<file path="config.mk">
export PLATFORM = sky130hd
export DESIGN_NAME = pc_fetch_unit
export DESIGN_NICKNAME = d
export VERILOG_FILES = /design/src/rtl/pc_fetch_unit.sv
export SDC_FILE = /design/constraint.sdc
export NUM_CORES = 1
export LEC_CHECK = 0
export CAP_MARGIN = 0
export CORE_ASPECT_RATIO = 0.6
export CORE_MARGIN = 10
export CORE_UTILIZATION = 46
export DETAILED_ROUTE_END_ITERATION = 6
export PLACE_DENSITY_LB_ADDON = 0.1
export SETUP_SLACK_MARGIN = 0.2
export SLEW_MARGIN = 20
export SYNTH_ARGS = -nofsm -noshare
export SYNTH_HDL_FRONTEND = slang
export SYNTH_SLANG_ARGS = --single-unit
export TNS_END_PERCENT = 50
</file>
<file path="constraint.sdc">
create_clock -name clk -period 5.3 [get_ports clk]
set_input_delay 1.59 -clock clk [delete_from_list [all_inputs] [get_ports clk]]
set_output_delay 1.59 -clock clk [all_outputs]
set_load 0.02 [all_outputs]
</file>
<file path="src/rtl/pc_fetch_unit.sv">
// ---------------------------------------------------------------------------
// pc_fetch_unit
//
// Program-counter and instruction-fetch front end. It holds the 8-bit PC and
// updates it in IDLE from the PC-select command. It fetches one 16-bit
// instruction word per IL request over a simple req/ack memory handshake. A
// stalled fetch times out into HALT with fetch_error set.
//
// Ports
//   clk, reset           : clock; synchronous active-high reset
//   PS[1:0]              : PC select (0 hold, 1 inc, 2 relative, 3 absolute)
//   BC[1:0]              : branch condition (0 zero, 1 !zero, 2 negative, 3 always)
//   IL, EOE              : instruction-load request, end-of-execution request
//   zero, negative       : ALU flags for the current instruction
//   jr_target[7:0]       : absolute jump target
//   imem_addr/req/data/ack : instruction-memory handshake
//   instr[15:0]          : last accepted instruction word
//   opcode/Rd/Rs/Rt/imm8 : instruction fields decoded from instr
//   pc[7:0]              : current program counter
//   stall                : fetch in flight; control state must hold
//   halted, fetch_error  : HALT state indicator, fetch timeout indicator
//
// state      | meaning
// -----------+-----------------------------------------------------------
// IDLE       | PS applied every edge; IL starts a fetch, EOE halts
// FETCH_WAIT | request outstanding, waiting for imem_ack (max 15 cycles)
// HALT       | frozen until reset; entered on EOE or fetch timeout
// ---------------------------------------------------------------------------
module pc_fetch_unit (
  input  logic        clk,
  input  logic        reset,
  input  logic [1:0]  PS,
  input  logic [1:0]  BC,
  input  logic        IL,
  input  logic        EOE,
  input  logic        zero,
  input  logic        negative,
  input  logic [7:0]  jr_target,
  output logic [7:0]  imem_addr,
  output logic        imem_req,
  input  logic [15:0] imem_data,
  input  logic        imem_ack,
  output logic [15:0] instr,
  output logic [3:0]  opcode,
  output logic [3:0]  Rd,
  output logic [3:0]  Rs,
  output logic [3:0]  Rt,
  output logic [7:0]  imm8,
  output logic [7:0]  pc,
  output logic        stall,
  output logic        halted,
  output logic        fetch_error
);

  typedef enum logic [1:0] {
    S_IDLE       = 2'd0,
    S_FETCH_WAIT = 2'd1,
    S_HALT       = 2'd2
  } state_t;

  // The count reaches 14 on the 15th wait cycle. If no ack arrives on that
  // cycle's edge, the fetch is abandoned.
  localparam logic [3:0] WAIT_LAST = 4'd14;

  state_t      state_q, state_d;
  logic [7:0]  pc_q, pc_d;
  logic [7:0]  addr_q, addr_d;
  logic        req_q, req_d;
  logic [15:0] instr_q, instr_d;
  logic [3:0]  cnt_q, cnt_d;
  logic        err_q, err_d;

  logic        cond_true;
  logic        wait_expired;
  logic [7:0]  pc_next_idle;

  // -------------------------------------------------------------------------
  // State register and datapath registers
  // -------------------------------------------------------------------------
  always_ff @(posedge clk) begin
    if (reset) begin
      state_q <= S_IDLE;
      pc_q    <= 8'h00;
      addr_q  <= 8'h00;
      req_q   <= 1'b0;
      instr_q <= 16'h0000;
      cnt_q   <= 4'd0;
      err_q   <= 1'b0;
    end else begin
      state_q <= state_d;
      pc_q    <= pc_d;
      addr_q  <= addr_d;
      req_q   <= req_d;
      instr_q <= instr_d;
      cnt_q   <= cnt_d;
      err_q   <= err_d;
    end
  end

  // -------------------------------------------------------------------------
  // Next-state logic
  // -------------------------------------------------------------------------
  assign wait_expired = (cnt_q == WAIT_LAST);

  always_comb begin
    state_d = state_q;
    case (state_q)
      S_IDLE: begin
        if (EOE)     state_d = S_HALT;
        else if (IL) state_d = S_FETCH_WAIT;
      end
      S_FETCH_WAIT: begin
        if (imem_ack)          state_d = S_IDLE;
        else if (wait_expired) state_d = S_HALT;
      end
      S_HALT:  state_d = S_HALT;
      default: state_d = S_IDLE;
    endcase
  end

  // -------------------------------------------------------------------------
  // PC update and fetch datapath
  // -------------------------------------------------------------------------
  always_comb begin
    cond_true = 1'b0;
    case (BC)
      2'd0:    cond_true = zero;
      2'd1:    cond_true = ~zero;
      2'd2:    cond_true = negative;
      default: cond_true = 1'b1;
    endcase
  end

  // In an 8-bit sum, sign-extending imm8 to 8 bits leaves it unchanged.
  // A plain 8-bit add therefore gives the mod-256 relative target.
  always_comb begin
    pc_next_idle = pc_q;
    case (PS)
      2'd0:    pc_next_idle = pc_q;
      2'd1:    pc_next_idle = pc_q + 8'd1;
      2'd2:    pc_next_idle = cond_true ? (pc_q + imm8) : pc_q;
      default: pc_next_idle = jr_target;
    endcase
  end

  always_comb begin
    pc_d    = pc_q;
    addr_d  = addr_q;
    req_d   = req_q;
    instr_d = instr_q;
    cnt_d   = cnt_q;
    err_d   = err_q;
    case (state_q)
      S_IDLE: begin
        // EOE wins over both IL and PS: the halt leaves the PC untouched.
        if (!EOE) begin
          pc_d = pc_next_idle;
          if (IL) begin
            // Fetch uses the PC before this edge's update.
            addr_d = pc_q;
            req_d  = 1'b1;
            cnt_d  = 4'd0;
          end
        end
      end
      S_FETCH_WAIT: begin
        if (imem_ack) begin
          instr_d = imem_data;
          req_d   = 1'b0;
        end else if (wait_expired) begin
          err_d = 1'b1;
          req_d = 1'b0;
        end else begin
          cnt_d = cnt_q + 4'd1;
        end
      end
      default: ;
    endcase
  end

  // -------------------------------------------------------------------------
  // Outputs
  // -------------------------------------------------------------------------
  always_comb begin
    stall  = (state_q == S_FETCH_WAIT);
    halted = (state_q == S_HALT);
  end

  assign pc          = pc_q;
  assign imem_addr   = addr_q;
  assign imem_req    = req_q;
  assign instr       = instr_q;
  assign fetch_error = err_q;

  assign opcode = instr_q[15:12];
  assign Rd     = instr_q[11:8];
  assign Rs     = instr_q[7:4];
  assign Rt     = instr_q[3:0];
  assign imm8   = instr_q[7:0];

endmodule

</file>
# [Word level (Yosys, flattened, before mapping)]
# Cells that the tools add are included.
[word_totals] out_inout_bits=60 elab_cells=57 inputBits=35 ff_bits=40
[op_classes] n_mux=18 add_sub_neg=3 eq_ne=14 bitwise_logic=4 n_reduce_logical=11
[ops] op="$pmux W8 S3" n=1
[ops] op="$mux W4" n=4
[ops] op="$ne A2 B2 Y1 const B" n=5
[ops] op="$add A8 B1 Y8 const B" n=1
[ops] op="$add A8 B8 Y8" n=1
[ops] op="$mux W2" n=4
[ops] op="$mux W8" n=1
[ops] op="$pmux W4 S2" n=1
[ops] op="$reduce_and A4 Y1" n=2
[ops] op="$eq A2 B1 Y1 const B" n=3
[ops] op="$eq A2 B2 Y1 const B" n=3
[ops] op="$logic_not A2 Y1" n=3
[ops] op="$pmux W2 S3" n=1
[ops] op="$reduce_and A3 Y1" n=2
[ops] op="$reduce_and A5 Y1" n=1
[ops] op="$add A4 B1 Y4 const B" n=1
[ops] op="$eq A4 B4 Y1 const B" n=1
[ops] op="$mux W1" n=4
[ops] op="$not A1 Y1" n=4
[ops] op="$reduce_and A2 Y1" n=2
[ops] op="$ne A3 B2 Y1 const B" n=1
[ops] op="$ne A3 B3 Y1 const B" n=1
[ops] op="$pmux W1 S3" n=1
[ops] op="$pmux W1 S2" n=1
[ops] op="$reduce_bool A2 Y1" n=1

# [Longest topological paths before layout]
[depth] word_depth=4 ltp_mapped=12 ltp_nobuf=11

# [Worst setup path after synthesis]
# OpenSTA, ideal clock, no wires.
[synth_path] path_kind="input to register" from="in PS[0]" to="reg pc_q[6] (netlist: pc[6])" arrival_time_ns=3.607 required_time_ns=5.209 path_slack_ns=1.602 setup_time_ns=0.091 stages=10 n_path_buf=1 path_cell_list="inv_1 ha_1 clkbuf_1 and2_1 ha_1 nor2b_1 o31ai_2 or4b_1 o31a_1 a311oi_1"
[synth_between] elab_chain_cells=3 elab_cells_between_ends=7 classes_between="eq/ne (3); mux (1); bitwise (1); reduce/logical (2)"
[synth_rtl] element="start: declaration" line="32" source="input logic [1:0] PS,"
[synth_rtl] element="$eq A2 B2 Y1 / $logic_not A2 Y1 (equally long branches)" line="138" source="case (PS)"
[synth_rtl] element="$ne A2 B2 Y1 (no source line) / $not A1 Y1 (equally long branches)"
[synth_rtl] element="$reduce_and A4 Y1 (no source line)"
[synth_rtl] element="end signal: assignment" line="91" source="pc_q <= pc_d;"
[synth_rtl] element="end: declaration" line="66" source="logic [7:0] pc_q, pc_d;"
# Parallel ways exist; a longest one is shown, timed or not.
# A chain may end at the register's enable or synchronous reset.

# [Worst setup path in the final report]
# Same ends and word-level chain as after synthesis.

==> impl_metrics.env <==
export IMPL_endpoint="pc[6]"
export IMPL_tns_ns=0
export IMPL_cts_made_buffers=5
export IMPL_critical_path_max_stage_delay_ns=0.47
export IMPL_synth_most_common_cell="nand2_1"
export IMPL_insertedDiodeCount=0
export IMPL_hold_violations=0
export IMPL_io_buffers=94
export IMPL_holdBufCountCts=0
export IMPL_cp_max_fo=9
export IMPL_yosysTopAreaCellShare=0.366
export IMPL_path_class="in -> reg"
export IMPL_regArea_sq_um=801
export IMPL_start_util=0.477
export IMPL_startpoint="PS[0]"
export IMPL_ys_ff_latch=40
export IMPL_path_cells="clkdlybuf4s50_1 -> inv_1 -> ha_1 -> and2_1 -> ha_1 -> nor2b_1 -> o31ai_2 -> or4b_1 -> o31a_1 -> a311oi_1"
export IMPL_slowest_stage="or4b_1"
export IMPL_core_sq_um=4590
export IMPL_gr_total_overflow=0
export IMPL_use_met2=0.225
export IMPL_synth_compound_area_share=0.164
export IMPL_async_reset_ff_frac=0
export IMPL_yosysTopAreaCell="dfxtp_1"
export IMPL_pin_count=95
export IMPL_insertion_delay_ns=0.30
export IMPL_cts_max_level=2
export IMPL_drt_total_wl_um=6330
export IMPL_grt_antenna_before_repair=0
export IMPL_fillerInstances=383
export IMPL_worstHoldStart="imem_addr[6]"
export IMPL_synth_top_family_by_area="simple AND/OR/NAND/NOR gates"
export IMPL_timing_fmax_mhz=244
export IMPL_cp_num_buf_inv=2
export IMPL_crit_cells=10
export IMPL_ctsLongestPathBuffers=2
export IMPL_wl_per_cell_um=15.7
export IMPL_ir_drop_uv=123
export IMPL_syn_to_final_growth_pct=40.8
export IMPL_synth_edf_count=0
export IMPL_cts_clk_slew_worst_paths_ns=0.07
export IMPL_crit_family="simple AND/OR/NAND/NOR gates"
export IMPL_worstPathRequired_ns=5.50
export IMPL_worst_slew_pin_slew_ns=0.940
export IMPL_reg2reg_depth=9
export IMPL_skew_ns=0.00410
export IMPL_ys_seq_area_frac=0.366
export IMPL_firstDrtPassIters=4
export IMPL_grt_max_degree=23
export IMPL_num_rows=19
export IMPL_yosys_warnings=0
export IMPL_finalSetupViolCount=0
export IMPL_rsz0062_at_grt="no"
export IMPL_via_per_inst=5.06
export IMPL_synth_cell_types=41
export IMPL_grt_pass1_wl_um=9930
export IMPL_dieArea_sq_um=8000
export IMPL_cap_violations=0
export IMPL_yosys_top_cells_area="dfxtp_1 37%, nand2_1 10%, buf_4 8.6%, a21oi_1 7.6%, ha_1 6.3%"
export IMPL_place_congestion=0.856
export IMPL_drc=0
export IMPL_layout_drive_gt1_share=0.0471
export IMPL_synth_avg_cell_area_sq_um=8.01
export IMPL_powerDensity_nw_per_um2=231
export IMPL_die_h_um=73.4
export IMPL_globalRouteMet3Util=0.0838
export IMPL_synth_adder_area_share=0.0721
export IMPL_synth_nets=320
export IMPL_r2r_start="instr[0]"
export IMPL_worst_hold_slack_ns=0.458
export IMPL_hpwl_um=5000
export IMPL_yosys_area_share_simple=0.233
export IMPL_cts_sinks=40
export IMPL_leakage_nw=1.12
export IMPL_die_w_um=109
export IMPL_ant_nets=0
export IMPL_cts_setup_buffers=0
export IMPL_cts_repair_resize_count=0
export IMPL_status="finished clean"
export IMPL_fin_crit_sh=0.773
export IMPL_finalNetCount=386
export IMPL_cts_tree="yes"
export IMPL_multi_input_area_sq_um=1110
export IMPL_drv_slew=0
export IMPL_synth_area_mux_share=0.00915
export IMPL_first_global_vias=1948
export IMPL_crit_path_end_kind="flip-flop"
export IMPL_synth_commonest_cells="59 x nand2_1, 40 x dfxtp_1, 33 x a21oi_1"
export IMPL_grt_total_usage=0.158
export IMPL_root_buffer="clkbuf_8"
export IMPL_synth_xor_area_share=0.0280
export IMPL_rrSetupSlack_ns=3.05
export IMPL_hold_class="reg -> reg"
export IMPL_crit_arrival_ns=4.30
export IMPL_syn_area_sq_um=2190
export IMPL_r2r_end="pc[6]"
export IMPL_critPathLaunchType="input port"
export IMPL_ys_flop_type="dfxtp_1"
export IMPL_met1_usage=0.202
export IMPL_num_vias=2041
export IMPL_syn_inst=273
export IMPL_cpMostUsedCell="ha_1"
export IMPL_slew_headroom=0.372
export IMPL_top_usage_layer="met2"
export IMPL_drt_iter0_markers=112
export IMPL_fin_crit_ns=4.10
## state kept, by name, indices dropped and copies added (netlist names)
name / flops
instr: 16
imem_addr: 8
pc: 8
cnt_q: 4
state_q: 2
fetch_error: 1
imem_req: 1
## worst reg2reg max path, delay by kind of cell, from the launching register on
family	cells	cell delay, ns
fa+ha+maj	2	0.38
compound gates	3	0.64
simple gates	3	0.71
flops	1	0.36
buf+inv	1	0.07
## per-stage QoR
stage | setup WS (ns) | instances | utilization | cell area, sq um | power [mW]
floorplan | 1.60 | 273 | - | 2190 | 0.410
global placement | 1.02 | 395 | 0.647 | 2970 | 0.471
detailed placement | 0.926 | 395 | 0.647 | 2970 | 0.473
CTS | 1.23 | 403 | 0.671 | 3080 | 0.720
global route | 1.01 | 403 | 0.671 | 3080 | 0.747
finish | 1.20 | 403 | 0.671 | 3080 | 0.712
## worst min-delay path by stage
stage | to | slack (ns) | cells past startpoint
6_report | imem_addr[6] | 0.46 | 2
3_3_place_gp | imem_addr[3] | 0.44 | 2
3_5_place_dp | imem_addr[6] | 0.45 | 2
5_1_grt | imem_addr[6] | 0.48 | 2
4_1_cts | imem_addr[6] | 0.46 | 2
2_1_floorplan | cnt_q[3] | 0.51 | 2
## power breakdown
group / internal, mW / leakage (nW) / switching, mW
clock: 0.139 / 0.0541 / 0.108
combinational: 0.0697 / 0.739 / 0.0703
sequential: 0.312 / 0.325 / 0.0135
total: 0.521 / 1.12 / 0.192
## cell type report
cell class / instances / share of cell area
clock buffer: 5 / 0.0223
clock inverter: 3 / 0.0138
inverter: 9 / 0.0110
multi-input combinational: 188 / 0.359
sequential: 40 / 0.260
tap: 63 / 0.0256
timing repair buffer: 95 / 0.308
## metal layers
layer  wire length, um  share of wire
met1              2800           0.44
met2              2620           0.41
met3               848           0.13
met4                51         0.0081
met5                 0              0
## cells by family after synthesis
kind of cell             Yosys count
AO/OA/AOI/OAI                     56
XOR/XNOR                           7
adder cells (fa/ha/maj)           12
buffers and inverters             45
flip-flops                        40
multiplexers                       2
AND/OR/NAND/NOR                  111
## placed cells by master, fill, tap and decap left out, types with 2 or more instances in the layout
| cell type | synthesis | routed |
|---|---|---|
| mux2i_1 | 2 | 2 |
| xor2_1 | 3 | 3 |
| nand3_1 | 4 | 4 |
| a21oi_1 | 33 | 33 |
| ha_1 | 11 | 11 |
| inv_1 | 8 | 8 |
| o21a_1 | 4 | 4 |
| xnor2_1 | 4 | 4 |
| o21ai_0 | 2 | 2 |
| nand2b_1 | 4 | 4 |
| a211oi_1 | 5 | 5 |
| nand2_1 | 59 | 59 |
| o221ai_1 | 2 | 2 |
| nor2b_1 | 3 | 3 |
| nor2_1 | 20 | 20 |
| nor3b_1 | 2 | 2 |
| clkbuf_8 | 0 | 5 |
| clkdlybuf4s50_1 | 0 | 94 |
| and2_1 | 6 | 6 |
| dfxtp_1 | 40 | 40 |
| nor3_1 | 7 | 7 |
Power figures use the tool's default switching activity.
==> edit 1: new RTL, same flow settings <==
Re-encode `state_t` (3 states) as one-hot, 3 bits wide.
--- a/src/rtl/pc_fetch_unit.sv
+++ b/src/rtl/pc_fetch_unit.sv
@@ -52,10 +52,10 @@
   output logic        fetch_error
 );
 
-  typedef enum logic [1:0] {
-    S_IDLE       = 2'd0,
-    S_FETCH_WAIT = 2'd1,
-    S_HALT       = 2'd2
+  typedef enum logic [2:0] {
+    S_IDLE       = 3'b001,
+    S_FETCH_WAIT = 3'b010,
+    S_HALT       = 3'b100
   } state_t;
 
   // The count reaches 14 on the 15th wait cycle. If no ack arrives on that
Check against the original RTL: same outputs for any inputs over 10 cycles, from zero or initial values and one cycle with reset high; not proved beyond that.
==> edit 1 against the unedited design <==
Worst setup slack improved by 0.26 ns; synthesized area rose by 3.1%; global-route usage fell by 0.45 points; count of clock-buffer cells in the layout rose by 1; sequential share of layout area rose by 0.14 points; utilization rose by 0.26 points; total power fell by 1.0%; clock skew rose by 0.0010 ns; design area rose by 1.9%; via count rose by 0.88%; sequential cell count rose by 1; sequential power rose by 5%; routed wire length rose by 2.8%; largest cell class unchanged; largest power group unchanged.
==> edit 1: results (changes against the unedited design) <==
- Setup skew after layout: 0.00514 ns (was 0.00410 ns)
* Kind of cell adding the most delay to the critical path: compound AO/OA/AOI/OAI gates (was simple AND/OR/NAND/NOR gates)
* Metal1 wirelength: 2820 um (was 2800 um)
* Post-detailed-route via-to-cell ratio: 5.07 (was 5.06)
- The normalized max-slew margin came to 45.6% (was 37.2%).
- The vias after detailed routing was 2059 (was 2041).
* Data arrival time of the critical path: 4.02 ns (was 4.30 ns)
- The fraction of final layout cells sized beyond drive strength 1 was 4.08% (was 4.71%).
* Maximum VDD drop: 152 uV (was 123 uV)
- Startpoint of the most critical setup path: PS[1] (was PS[0])
- The total routing resource utilization after global routing is 15.4% (was 15.8%).
* Total instance count after detailed placement: 399 (was 395)
- The launching point of the worst reg2reg path is state_q[0] (was instr[0]).
- Endpoint of the worst register-to-register path: pc[7] (was pc[6])
- The mean instance size in the synthesized netlist is 8.17 um^2 (was 8.01 um^2).
* Worst slack after detailed placement: 1.18 ns (was 0.926 ns)
- Outcome: complete, no violations (unchanged)
* Register-to-Register Path Depth: 4 (was 9)
- Yosys cell types: 44 (was 41)
- The number of global-route vias before repair was 1942 (was 1948).
- The terminating pin of the worst hold path is imem_addr[2] (was imem_addr[6]).
- Worst setup endpoint: pc[5] (was pc[6])
- DRC violation total after the first TritonRoute iteration: 127 (was 112)
- DP Wirelength: 5100 um (was 5000 um)
- The pin count of the biggest net entering global routing came to 26 (was 23).
-- edit 1: cell types whose count changed in the layout (fill, tap and decap cells not counted), sizes merged, moves of 4 or more --
| cell | delta |
|---|---|
| mux2i | +4 |
| o21ai | +8 |
| nand2 | -4 |
| nor3 | -4 |
| nor2 | -4 |
| a21oi | -6 |
-- edit 1: cells by family after synthesis --
| logic type | share of synthesized area, % |
|---|---|
| simple gates | 22.7 |
| xor+xnor | 2.72 |
| buf+inv | 11.9 |
| flops | 36.4 |
| compound gates | 16.6 |
| mux | 2.66 |
| fa+ha+maj | 6.99 |
-- edit 1: power breakdown --
part	switching, W	internal (W)	total [W]	leakage (nW)
registers	0.0000183	0.000322	0.000341	0.333
clock network	0.000103	0.000103	0.000206	0.0433
logic	0.0000788	0.0000799	0.000159	0.765
-- edit 1: worst register-to-register path: stages, from the launching register on --
cell and delay, ns:
sky130_fd_sc_hd__dfxtp_1 0.45, sky130_fd_sc_hd__or4b_4 0.53, sky130_fd_sc_hd__a211oi_4 0.66, sky130_fd_sc_hd__mux2i_1 0.27, sky130_fd_sc_hd__o21ai_1 0.09
-- edit 1: routing by layer --
| metal | vias up | GRT usage [%] |
|---|---|---|
| met4 | 0 | 2.98 |
| met1 | 928 | 20.5 |
| met3 | 2 | 5.09 |
| met5 | - | 0 |
| li1 | 1050 | - |
| met2 | 79 | 23.7 |
-- edit 1: layout make-up --
type | count | area [um^2]
inverters | 10 | 37.5
clock inverters | 1 | 7.51
flip-flops and latches | 41 | 821
well taps | 63 | 78.8
fillers | 412 | 1520
multi-input cells | 190 | 1160
clock buffers | 6 | 82.6
repair buffers | 95 | 948
==> edit 2: new RTL, same settings <==
Without the edit above. `WAIT_LAST`: 4'd14 -> 4'd7.
--- a/src/rtl/pc_fetch_unit.sv
+++ b/src/rtl/pc_fetch_unit.sv
@@ -60,7 +60,7 @@
 
   // The count reaches 14 on the 15th wait cycle. If no ack arrives on that
   // cycle's edge, the fetch is abandoned.
-  localparam logic [3:0] WAIT_LAST = 4'd14;
+  localparam logic [3:0] WAIT_LAST = 4'd7;
 
   state_t      state_q, state_d;
   logic [7:0]  pc_q, pc_d;
Function: changed (Yosys sat finds a counterexample within 10 cycles, from zero or initial values and one cycle with reset high).
==> edit 2 against the unedited design <==
Worst setup slack improved by 0.11 ns; largest power group unchanged; synthesized area shrank 0.46%; total power fell by 5.2%; design area is 0.49% lower; sequential cell count unchanged; routed wire length decreased by 1.6%; clock skew increased by 0.0035 ns; critical path depth unchanged.
==> edit 2: results (changes against the unedited design) <==
* Root Driver: sky130_fd_sc_hd__clkbuf_8 (unchanged)
- Data arrival time of the critical path: 4.20 ns (was 4.30 ns)
* Prevailing post-synth register cell: sky130_fd_sc_hd__dfxtp_1 (unchanged)
- Maximum VDD drop: 117 uV (was 123 uV)
- The fill cell total of the finished layout came to 420 (was 383).
- DRC violation total after the first TritonRoute iteration: 107 (was 112)
- Most frequent cells after synthesis: 60 x sky130_fd_sc_hd__nand2_1, 40 x sky130_fd_sc_hd__dfxtp_1, 34 x sky130_fd_sc_hd__a21oi_1, 25 x sky130_fd_sc_hd__buf_4, 18 x sky130_fd_sc_hd__nor2_1 (was 59 x sky130_fd_sc_hd__nand2_1, 40 x sky130_fd_sc_hd__dfxtp_1, 33 x sky130_fd_sc_hd__a21oi_1, 25 x sky130_fd_sc_hd__buf_4, 20 x sky130_fd_sc_hd__nor2_1)
* Final Routed Wirelength: 6220 um (was 6330 um)
- DP Wirelength: 4890 um (was 5000 um)
- The total number of H-tree levels came to 2 (unchanged).
- The final weighted congestion of routability-driven global placement is 0.847 (was 0.856).
- The count of instances resized after the clock tree is built was 0 (unchanged).
* Total net switching power: 0.000188 W (was 0.000192 W)
- The largest fanout on the critical path was 9 (unchanged).
* Fraction of synthesized cell area taken by the top area cell type: 36.8% (was 36.6%)
- The number of cells on the worst reg-to-reg path is 9 (unchanged).
- The count of inserted antenna diode cells came to 0 (unchanged).
* Share of layout cells above drive strength 1: 5.90% (was 4.71%)
- The later pin in the worst-skew pair is clocked with a latency of 0.29 ns.
- Outcome: complete, no violations (unchanged)
* Post-detailed-route via-to-cell ratio: 5.04 (was 5.06)
- Static leakage: 1.11 nW (was 1.12 nW)
* Cell with the largest stage delay on the worst path: sky130_fd_sc_hd__or4b_1 (unchanged)
* Setup skew after layout: 0.00765 ns (was 0.00410 ns)
- Global-route wire length before repair: 9860 um (was 9930 um)
* Number of detailed-routing iterations run before antenna repair: 5 (was 4)
* Max-slew headroom at the worst pin: 29.0% (was 37.2%)
- The number of nets in the synthesized netlist is 317 (was 320).
* Yosys cell types: 45 (was 41)
- Synth top area cells: sky130_fd_sc_hd__dfxtp_1 37%, sky130_fd_sc_hd__nand2_1 10%, sky130_fd_sc_hd__buf_4 8.6% (unchanged).
- Part of the Yosys area used for sequential elements: 36.8% (was 36.6%)
* Maximum number of pins on one net before global-route repair: 28 (was 23)
* Worst slack after detailed placement: 0.993 ns (was 0.926 ns)
* Fin nets: 384 (was 386)
- FFs w/ async S/R, synth: 0% (unchanged)
* Vias in the first global route: 1962 (was 1948)
- The fraction of the mapped netlist area in compound gates was 16.9% (was 16.4%).
- Global router's overall resource usage: 15.5% (was 15.8%)
* Area share of fa/ha/maj cells after synthesis: 6.67% (was 7.21%)
* XOR/XNOR Fraction of Synth Area: 2.82% (was 2.80%)
- Post-synthesis mux area share: 0.920% (was 0.915%)
* Number of flip-flops under the largest register name: 16 (unchanged)
[edit 2: cells by family (layout without fill, tap and decap cells)]
| kind of cell | after synthesis | count (layout) |
|---|---|---|
| flops | 40 | 40 |
| mux | 2 | 2 |
| buf+inv | 44 | 112 |
| fa+ha+maj | 11 | 11 |
| xor+xnor | 7 | 7 |
| simple gates | 110 | 110 |
| compound gates | 57 | 57 |
[edit 2: worst paths after layout]
path	startpoint	endpoint	slack, ns
setup / recovery	PS[0]	pc[6]	1.31
hold reg to reg	imem_addr[3]	imem_addr[3]	0.46
setup reg to reg	instr[0]	pc[6]	3.10
hold / removal	imem_addr[3]	imem_addr[3]	0.46
[edit 2: layer usage]
metal / vias up / track usage (%) / share of wire [%]
met3: 6 / 8.56 / 13
met5: - / 0 / 0
met2: 87 / 22.3 / 43
met4: 0 / 5.09 / 0.90
li1: 1020 / - / -
met1: 915 / 19.3 / 43
[edit 2: power by group through the flow]
stage | combinational (W) | sequential [W] | clock (W)
after CTS | 0.000141 | 0.000325 | 0.000216
after floorplan | 0.0000709 | 0.000339 | 0
after detailed placement | 0.000141 | 0.000332 | 0
after global placement | 0.000139 | 0.000331 | 0
final | 0.000141 | 0.000325 | 0.000210
after global routing | 0.000153 | 0.000326 | 0.000231
[edit 2: cell type report]
type                    count  share of cell area [%]
multi-input cells         187                    36.2
clock buffers               7                    2.82
flip-flops and latches     40                    26.1
well taps                  63                    2.57
clock inverters             1                   0.245
repair buffers             95                    30.9
inverters                   9                    1.10
[edit 2: stage by stage]
stage / cells / util [%] / instance area, um^2
CTS: 402 / 67.1 / 3060
detailed placement: 394 / 65.0 / 2970
global route: 402 / 67.2 / 3070
finish: 402 / 67.2 / 3070
global placement: 394 / 65.0 / 2970
floorplan: 271 / - / 2180
